[src/rtl/ofdm_preamble_insert.sv]
// TX burst framer: programmable short-training preamble, payload pass-through, trailing zero gap.
// States: IDLE (one bubble, latch shadows) | PREAMBLE (table replay) | PAYLOAD (pass-through) | GAP (zeros)
module ofdm_preamble_insert #(
    parameter logic [7:0] SR_SHORT_LEN = 8'd129,
    parameter logic [7:0] SR_NUM_SHORT = 8'd130,
    parameter logic [7:0] SR_GAP_LEN   = 8'd131,
    parameter logic [7:0] SR_TBL_ADDR  = 8'd132,
    parameter logic [7:0] SR_TBL_DATA  = 8'd133,
    parameter int         TBL_AWIDTH   = 6
) (
    input  logic        clk,
    input  logic        reset,
    input  logic        clear,
    input  logic        set_stb,
    input  logic [7:0]  set_addr,
    input  logic [31:0] set_data,
    input  logic [31:0] i_tdata,
    input  logic        i_tlast,
    input  logic        i_tvalid,
    output logic        i_tready,
    output logic [31:0] o_tdata,
    output logic        o_tlast,
    output logic        o_tvalid,
    input  logic        o_tready,
    output logic        sof,
    output logic        eof
);
    localparam int DEPTH = 1 << TBL_AWIDTH;
    localparam logic [TBL_AWIDTH:0]   MAX_SHORT = (TBL_AWIDTH+1)'(DEPTH);
    localparam logic [TBL_AWIDTH:0]   ONE_S     = (TBL_AWIDTH+1)'(1);
    localparam logic [TBL_AWIDTH-1:0] ONE_P     = TBL_AWIDTH'(1);

    typedef enum logic [1:0] {S_IDLE, S_PREAMBLE, S_PAYLOAD, S_GAP} state_t;

    state_t              state_q, state_d;
    logic [TBL_AWIDTH:0] short_len_q;
    logic [7:0]          num_short_q;
    logic [15:0]         gap_len_q;
    logic [TBL_AWIDTH-1:0] tbl_ptr_q;
    logic [31:0]         tbl_q [DEPTH];

    logic [TBL_AWIDTH:0] w_short_q, w_short_d;
    logic [7:0]          w_num_q, w_num_d;
    logic [15:0]         w_gap_q, w_gap_d;
    logic [TBL_AWIDTH:0] sym_idx_q, sym_idx_d;
    logic [7:0]          rep_q, rep_d;
    logic [15:0]         gap_cnt_q, gap_cnt_d;
    logic                first_q, first_d;

    always_ff @(posedge clk or posedge reset) begin
        if (reset) begin
            short_len_q <= (TBL_AWIDTH+1)'(16);
            num_short_q <= 8'd10;
            gap_len_q   <= 16'd0;
            tbl_ptr_q   <= '0;
            for (int i = 0; i < DEPTH; i++) tbl_q[i] <= '0;
        end else if (set_stb) begin
            case (set_addr)
                SR_SHORT_LEN: short_len_q <= set_data[TBL_AWIDTH:0];
                SR_NUM_SHORT: num_short_q <= set_data[7:0];
                SR_GAP_LEN:   gap_len_q   <= set_data[15:0];
                SR_TBL_ADDR:  tbl_ptr_q   <= set_data[TBL_AWIDTH-1:0];
                SR_TBL_DATA: begin
                    tbl_q[tbl_ptr_q] <= set_data;
                    tbl_ptr_q        <= tbl_ptr_q + ONE_P;
                end
                default: ;
            endcase
        end
    end

    always_ff @(posedge clk or posedge reset) begin
        if (reset) begin
            state_q   <= S_IDLE;
            w_short_q <= '0;
            w_num_q   <= '0;
            w_gap_q   <= '0;
            sym_idx_q <= '0;
            rep_q     <= '0;
            gap_cnt_q <= '0;
            first_q   <= 1'b0;
        end else if (clear) begin
            state_q   <= S_IDLE;
            sym_idx_q <= '0;
            rep_q     <= '0;
            gap_cnt_q <= '0;
            first_q   <= 1'b0;
        end else begin
            state_q   <= state_d;
            w_short_q <= w_short_d;
            w_num_q   <= w_num_d;
            w_gap_q   <= w_gap_d;
            sym_idx_q <= sym_idx_d;
            rep_q     <= rep_d;
            gap_cnt_q <= gap_cnt_d;
            first_q   <= first_d;
        end
    end

    always_comb begin
        state_d   = state_q;
        w_short_d = w_short_q;
        w_num_d   = w_num_q;
        w_gap_d   = w_gap_q;
        sym_idx_d = sym_idx_q;
        rep_d     = rep_q;
        gap_cnt_d = gap_cnt_q;
        first_d   = first_q;
        o_tdata   = '0;
        o_tlast   = 1'b0;
        o_tvalid  = 1'b0;
        i_tready  = 1'b0;
        sof       = 1'b0;
        case (state_q)
            S_IDLE: begin
                if (i_tvalid) begin
                    w_short_d = (short_len_q > MAX_SHORT) ? MAX_SHORT : short_len_q;
                    w_num_d   = num_short_q;
                    w_gap_d   = gap_len_q;
                    sym_idx_d = '0;
                    rep_d     = '0;
                    gap_cnt_d = '0;
                    // first_q marks that sof belongs to the first payload beat
                    if (short_len_q != '0 && num_short_q != 8'd0) begin
                        state_d = S_PREAMBLE;
                        first_d = 1'b0;
                    end else begin
                        state_d = S_PAYLOAD;
                        first_d = 1'b1;
                    end
                end
            end
            S_PREAMBLE: begin
                o_tvalid = 1'b1;
                o_tdata  = tbl_q[sym_idx_q[TBL_AWIDTH-1:0]];
                sof      = (sym_idx_q == '0) && (rep_q == 8'd0);
                if (o_tready) begin
                    if (sym_idx_q == w_short_q - ONE_S) begin
                        sym_idx_d = '0;
                        if (rep_q == w_num_q - 8'd1) begin
                            rep_d   = '0;
                            state_d = S_PAYLOAD;
                        end else begin
                            rep_d = rep_q + 8'd1;
                        end
                    end else begin
                        sym_idx_d = sym_idx_q + ONE_S;
                    end
                end
            end
            S_PAYLOAD: begin
                o_tvalid = i_tvalid;
                o_tdata  = i_tdata;
                i_tready = o_tready;
                sof      = first_q && i_tvalid;
                o_tlast  = i_tvalid && i_tlast && (w_gap_q == 16'd0);
                if (i_tvalid && o_tready) begin
                    first_d = 1'b0;
                    if (i_tlast) begin
                        gap_cnt_d = '0;
                        state_d   = (w_gap_q == 16'd0) ? S_IDLE : S_GAP;
                    end
                end
            end
            S_GAP: begin
                o_tvalid = 1'b1;
                o_tlast  = (gap_cnt_q == w_gap_q - 16'd1);
                if (o_tready) begin
                    if (gap_cnt_q == w_gap_q - 16'd1) state_d = S_IDLE;
                    else gap_cnt_d = gap_cnt_q + 16'd1;
                end
            end
            default: state_d = S_IDLE;
        endcase
    end

    assign eof = o_tlast;

endmodule

[config.mk]
export PLATFORM = sky130hd
export DESIGN_NAME = ofdm_preamble_insert
export DESIGN_NICKNAME = d
export VERILOG_FILES = /design/src/rtl/ofdm_preamble_insert.sv
export SDC_FILE = /design/constraint.sdc
export NUM_CORES = 2
export LEC_CHECK = 0
export ABC_AREA = 1
export BUFFER_PORTS_ARGS = -buffer_cell sky130_fd_sc_hd__buf_4
export CAP_MARGIN = 20
export CORE_MARGIN = 10
export CORE_UTILIZATION = 30
export CTS_BUF_LIST = sky130_fd_sc_hd__clkbuf_16
export CTS_CLUSTER_DIAMETER = 200
export CTS_CLUSTER_SIZE = 8
export DETAILED_ROUTE_END_ITERATION = 10
export HOLD_SLACK_MARGIN = 0.05
export PLACE_DENSITY = 0.4
export SLEW_MARGIN = 20
export SYNTH_ARGS = -nofsm -noshare
export SYNTH_HDL_FRONTEND = slang
export SYNTH_SLANG_ARGS = --single-unit
[constraint.sdc]
create_clock -name clk -period 78.6 [get_ports clk]
set_input_delay 7.86 -clock clk [delete_from_list [all_inputs] [get_ports clk]]
set_output_delay 7.86 -clock clk [all_outputs]
set_load 0.01 [all_outputs]
# After elaboration in Yosys (flattened, before gate mapping)
# Cells that the tools add are included.
classes:
  add_sub_neg: 7
  order_cmp: 4
  eq_ne: 20
  mux: 48
  bitwise: 3
  reduce_logical: 29
ops:
  columns: ["op", "count"]
  rows:
  - ["bitwise mux 2048 bit", 1]
  - ["binary-select mux 32 bit (select 6 bit)", 1]
  - ["demux 32 bit (select 6 bit)", 1]
  - ["two-way mux 16 bit", 6]
  - ["two-way mux 32 bit", 3]
  - ["case mux 32 bit (2 select lines)", 1]
  - ["case mux 16 bit (3 select lines)", 1]
  - ["equality test 8 bit (second input constant)", 5]
  - ["two-way mux 8 bit", 5]
  - ["two-way mux 7 bit", 5]
  - ["inequality test 3 bit (second input constant)", 9]
  - ["two-way mux 2 bit", 11]
  - ["adder 16 x 1 -> 16 bit (second input constant)", 1]
  - ["equality test 16 bit", 1]
  - ["logical NOT 16 bit", 1]
  - ["case mux 8 bit (2 select lines)", 1]
  - ["subtractor 16 x 1 -> 16 bit (second input constant)", 1]
  - [">= comparator 7 bit (second input constant)", 2]
  - ["NOT 6 -> 7 bit", 2]
  - ["case mux 7 bit (2 select lines)", 1]
  - ["case mux 6 bit (2 select lines)", 1]
  - ["AND reduction 2 bit", 5]
  - ["AND reduction 3 bit", 3]
  - ["adder 8 x 1 -> 8 bit (second input constant)", 1]
  - ["27 further kinds", 42]
totals:
  reg_bits: 2150
  in_bits: 79
  output_inout_bits: 37
  wordCells: 187

# Depth between registers and ports, before layout
logic_depth:
  ltp_word: 7
  mapped_depth: 17
  mapped_depth_nobuf: 17

# Worst setup path before layout
# OpenSTA, ideal clock, no wires.
synth_path:
  kind: "input -> output"
  startpoint: "input port i_tvalid"
  endpoint: "output port o_tlast"
  arrival_time_ps: 8341
  required_time_ps: 70740
  setup_slack_ps: 62399
  stages: 5
  n_path_buf: 1
  path_cell_list: "nand2_1 > inv_1 > nand4_1 > nand2_1 > buf_4"
synth_between:
  elab_chain_len: 3
synth_lines:
  columns: ["element", "line", "rtl"]
  rows:
  - ["start, declared", "19", "input logic i_tvalid,"]
  - ["logical AND 1 bit (2 in series)", "156", "o_tlast = i_tvalid && i_tlast && (w_gap_q == 16'd0);"]
  - ["case mux 1 bit (2 select lines)", "114", "case (state_q)"]
  - ["end, declared", "22", "output logic o_tlast,"]
# No other way between the ends.

# Worst setup path in the final report
layout_path:
  startpoint: "input port i_tvalid"
  endpoint: "output port sof"
layout_between:
  elab_chain_len: 2
layout_lines:
  columns: ["element", "line", "rtl"]
  rows:
  - ["logical AND 1 bit", "155", "sof = first_q && i_tvalid;"]
  - ["case mux 1 bit (2 select lines)", "114", null]
  - ["end, declared", "25", "output logic sof,"]
# No other way between the ends.

==> metrics.txt <==
run status=complete, no violations; post-layout net count=12400; design internal power=0.00187 W; top-level I/O count=approximately 120; combinational group share of total power=around a tenth; final HPWL from detailed placement=203 mm; count of hold buffers inserted by post-cts repair=0; first drt pass iteration count=6; Non-Filler Instances=16900; count of buffers from port buffering=115; synthesized area divided by synthesized cell count=8.08 sq um; global-route usage over all layers=20.6%; post-synthesis cell count=~13000; origin of the worst setup path=i_tvalid; data required time at the worst endpoint=around 71 ns; sw frac=27.1%; power per cell area=22.9 nW/um^2; die area=approximately 370000 sq um; placed cell count=16600; Die Height=607 um; element type at the critical path end=primary output; total CTS buffers=306; Achievable Freq=61.1 MHz; Mapped Area=103000 sq um; root cell of the clock tree=clkbuf_16; clk slew on worst S/H paths=0.05 ns; count of warnings emitted by yosys=0; IR Drop Worst-Case VDD=about 0.000014 V; area share of the largest cell type after synthesis=52.0%; post-layout power=0.00257 W; fraction of power consumed by the clock network=46.9%; post-CTS setup-driven buffer insertion count=0; largest net degree at the start of global routing=266; WS Path Type=input port to primary output; hold violation count in the final report=0; proportion of layout cells with a drive suffix above 1=roughly 7.1%; final-layout worst hold slack=approximately 0.47 ns; clock tree from TritonCTS=yes; share of the clock period used by the worst path after layout=about a fifth; async set-or-reset flop fraction in the synthesized netlist=100%; Clk Latency, worst-skew pair=around 0.93 ns; antenna-violating nets left=0; Worst slew margin=23.7%; clock tree buffer depth=4; Psw=0.000698 W; FF+latch count, synth=2150; Setup violations, final=0; Max Cap Viol=0; Lkg Pwr=around 52 nW; via/cell ratio=5.00; transition time at the pin with the least slew margin=1.14 ns; worst endpoint data arrival time=8.51 ns; number of DRC violations after detailed-routing iteration 0=7517; reg-to-reg critical path startpoint=sym_idx_q[0]; effective utilization at floorplan=30.1%; post-synthesis net count=approximately 13000; RSZ-0062 raised after global routing=no; cells taking the most area after synthesis=dfrtp_1, nand2_1, o21ai_1, nor2_1, o21ai_0; via count of the first global-routing pass=83700; maximum clock skew at final layout=0.0507 ns; maximum net fanout on the critical path=5; GRT Residual Overflow=0; accumulated negative setup slack=0 ns; type of the tightest min-delay check=flop to flop; Remaining DRCs=0; total number of clock tree sinks=2150; total core area=343000 sq um; detailed-route wire length per cell=approximately 23 um; cell row count=roughly 220; cell taking the most area after synthesis=dfrtp_1; antenna violations before repair=8; startpoint of the worst hold path=tbl_q[1878]; startpoint types=input port; number of enable flip-flop cells after synthesis=0; Routed WL=approximately 390 mm; CTS H-Tree Depth=5; post-synthesis sequential area ratio=52.1%; post-route minimum period=16.37 ns; Die Wd=607 um; Placer Congestion=0.788; count of final max-slew check failures=0; proportion of power drawn by flip-flops and latches=a little over two fifths; via count of the routed design=84600; Synth Flop Type=dfrtp_1; Resized Gates After CTS=0; area grow syn2layout=8.72%; number of inserted filler cells in the final layout=36300; wire length of the first global-routing pass=577 mm; post-synth cell types=44
[flip-flops by register name, summed over array words and instances, names as in the netlist, 2 cells and up]
name	count
short_len_q	7
gap_len_q	16
tbl_ptr_q	6
rep_q	8
num_short_q	8
w_short_q	7
state_q	2
sym_idx_q	7
gap_cnt_q	16
w_num_q	8
w_gap_q	16
tbl_q	2048
[worst paths after layout]
path,end,slack (ns),cells past startpoint
worst max-delay path,sof,62.23,6
worst min-delay path,tbl_q[1878],0.47,2
worst max register to register,rep_q[2],75.07,13
worst min register to register,tbl_q[1878],0.47,2
max in group asynchronous,tbl_q[1801],66.87,7
min in group asynchronous,tbl_q[612],7.09,2
[cell usage after synthesis, types with 2 or more instances]
library cell / number
nand2_8: 60
nand4_1: 23
nand3_2: 2
buf_1: 27
nand2_1: 3507
nand3b_1: 6
inv_2: 4
xor2_1: 27
clkinv_1: 17
o22ai_1: 10
a21oi_1: 49
buf_12: 6
nor4_1: 4
clkbuf_1: 474
buf_2: 164
inv_1: 117
nand2_2: 4
o21ai_1: 1794
dfstp_2: 3
nand3_1: 110
nor3_1: 26
nor2_1: 2279
xnor2_1: 14
o21ai_0: 1353
buf_6: 361
ha_1: 14
nor2_2: 6
a31oi_1: 2
o21ai_2: 163
buf_4: 9
dfrtp_1: 2147
[power groups by stage]
stage	Sequential, W	Clock, W	Combinational (W)
final	0.00112	0.00121	0.000246
after global placement	0.00114	0	0.000249
after CTS	0.00112	0.00124	0.000250
after global routing	0.00112	0.00128	0.000278
after detailed placement	0.00114	0	0.000249
after floorplan	0.00114	0	0.000162
[per-layer routing]
layer / vias to the layer above / GRT usage, % / share of wire [%]
li1: 40400 / - / -
met1: 41900 / 28.1 / 46
met2: 1887 / 34.9 / 47
met3: 446 / 2.54 / 4.2
met4: 0 / 5.03 / 2.6
met5: - / 0 / 0
[metrics by stage]
step           util [%]  area [sq um]  setup slack [ns]
2_1_floorplan         -        103000             10.00
3_3_place_gp       30.4        104000             62.23
3_5_place_dp       30.4        104000             62.23
4_1_cts            32.8        112000             62.23
5_1_grt            32.8        112000             62.16
6_report           32.8        112000             62.23
[layout make-up]
type | instances | area (sq um) | share of cell area [%]
Antenna cell | 3 | 7.51 | 0.00668
Clock buffer | 312 | 7810 | 6.95
Clock inverter | 30 | 372 | 0.331
Inverter | 139 | 569 | 0.507
Multi-Input combinational cell | 9465 | 42100 | 37.5
Sequential cell | 2150 | 53800 | 47.9
Tap cell | 4557 | 5700 | 5.07
Timing Repair Buffer | 251 | 1960 | 1.75
[cells by family (layout without fill, tap and decap cells)]
logic type / after synthesis / after routing / synth area share [%]
simple gates: 6031 / 6031 / 23.2
compound gates: 3378 / 3378 / 17.0
flops: 2150 / 2150 / 52.1
buf+inv: 1180 / 732 / 7.24
xor+xnor: 42 / 42 / 0.369
fa+ha+maj: 14 / 14 / 0.169
other cells: 0 / 3 / 0
[cell usage in the layout (no fill, tap or decap), types with 49 or more instances in the layout]
| master | n |
|---|---|
| nand2_1 | 3503 |
| dfrtp_1 | 2145 |
| o21ai_2 | 163 |
| nand3_1 | 110 |
| o21ai_0 | 1353 |
| inv_1 | 109 |
| nor2_1 | 2275 |
| a21oi_1 | 49 |
| buf_4 | 244 |
| clkbuf_16 | 312 |
| nand2_8 | 60 |
| o21ai_1 | 1794 |
[critical path, stage by stage]
cell and delay (ns):
buf_4 0.11, nand2_1 0.07, inv_1 0.11, nand2_1 0.05, a21oi_1 0.15, buf_4 0.16
Note: power is estimated with default switching activity, not from simulation.
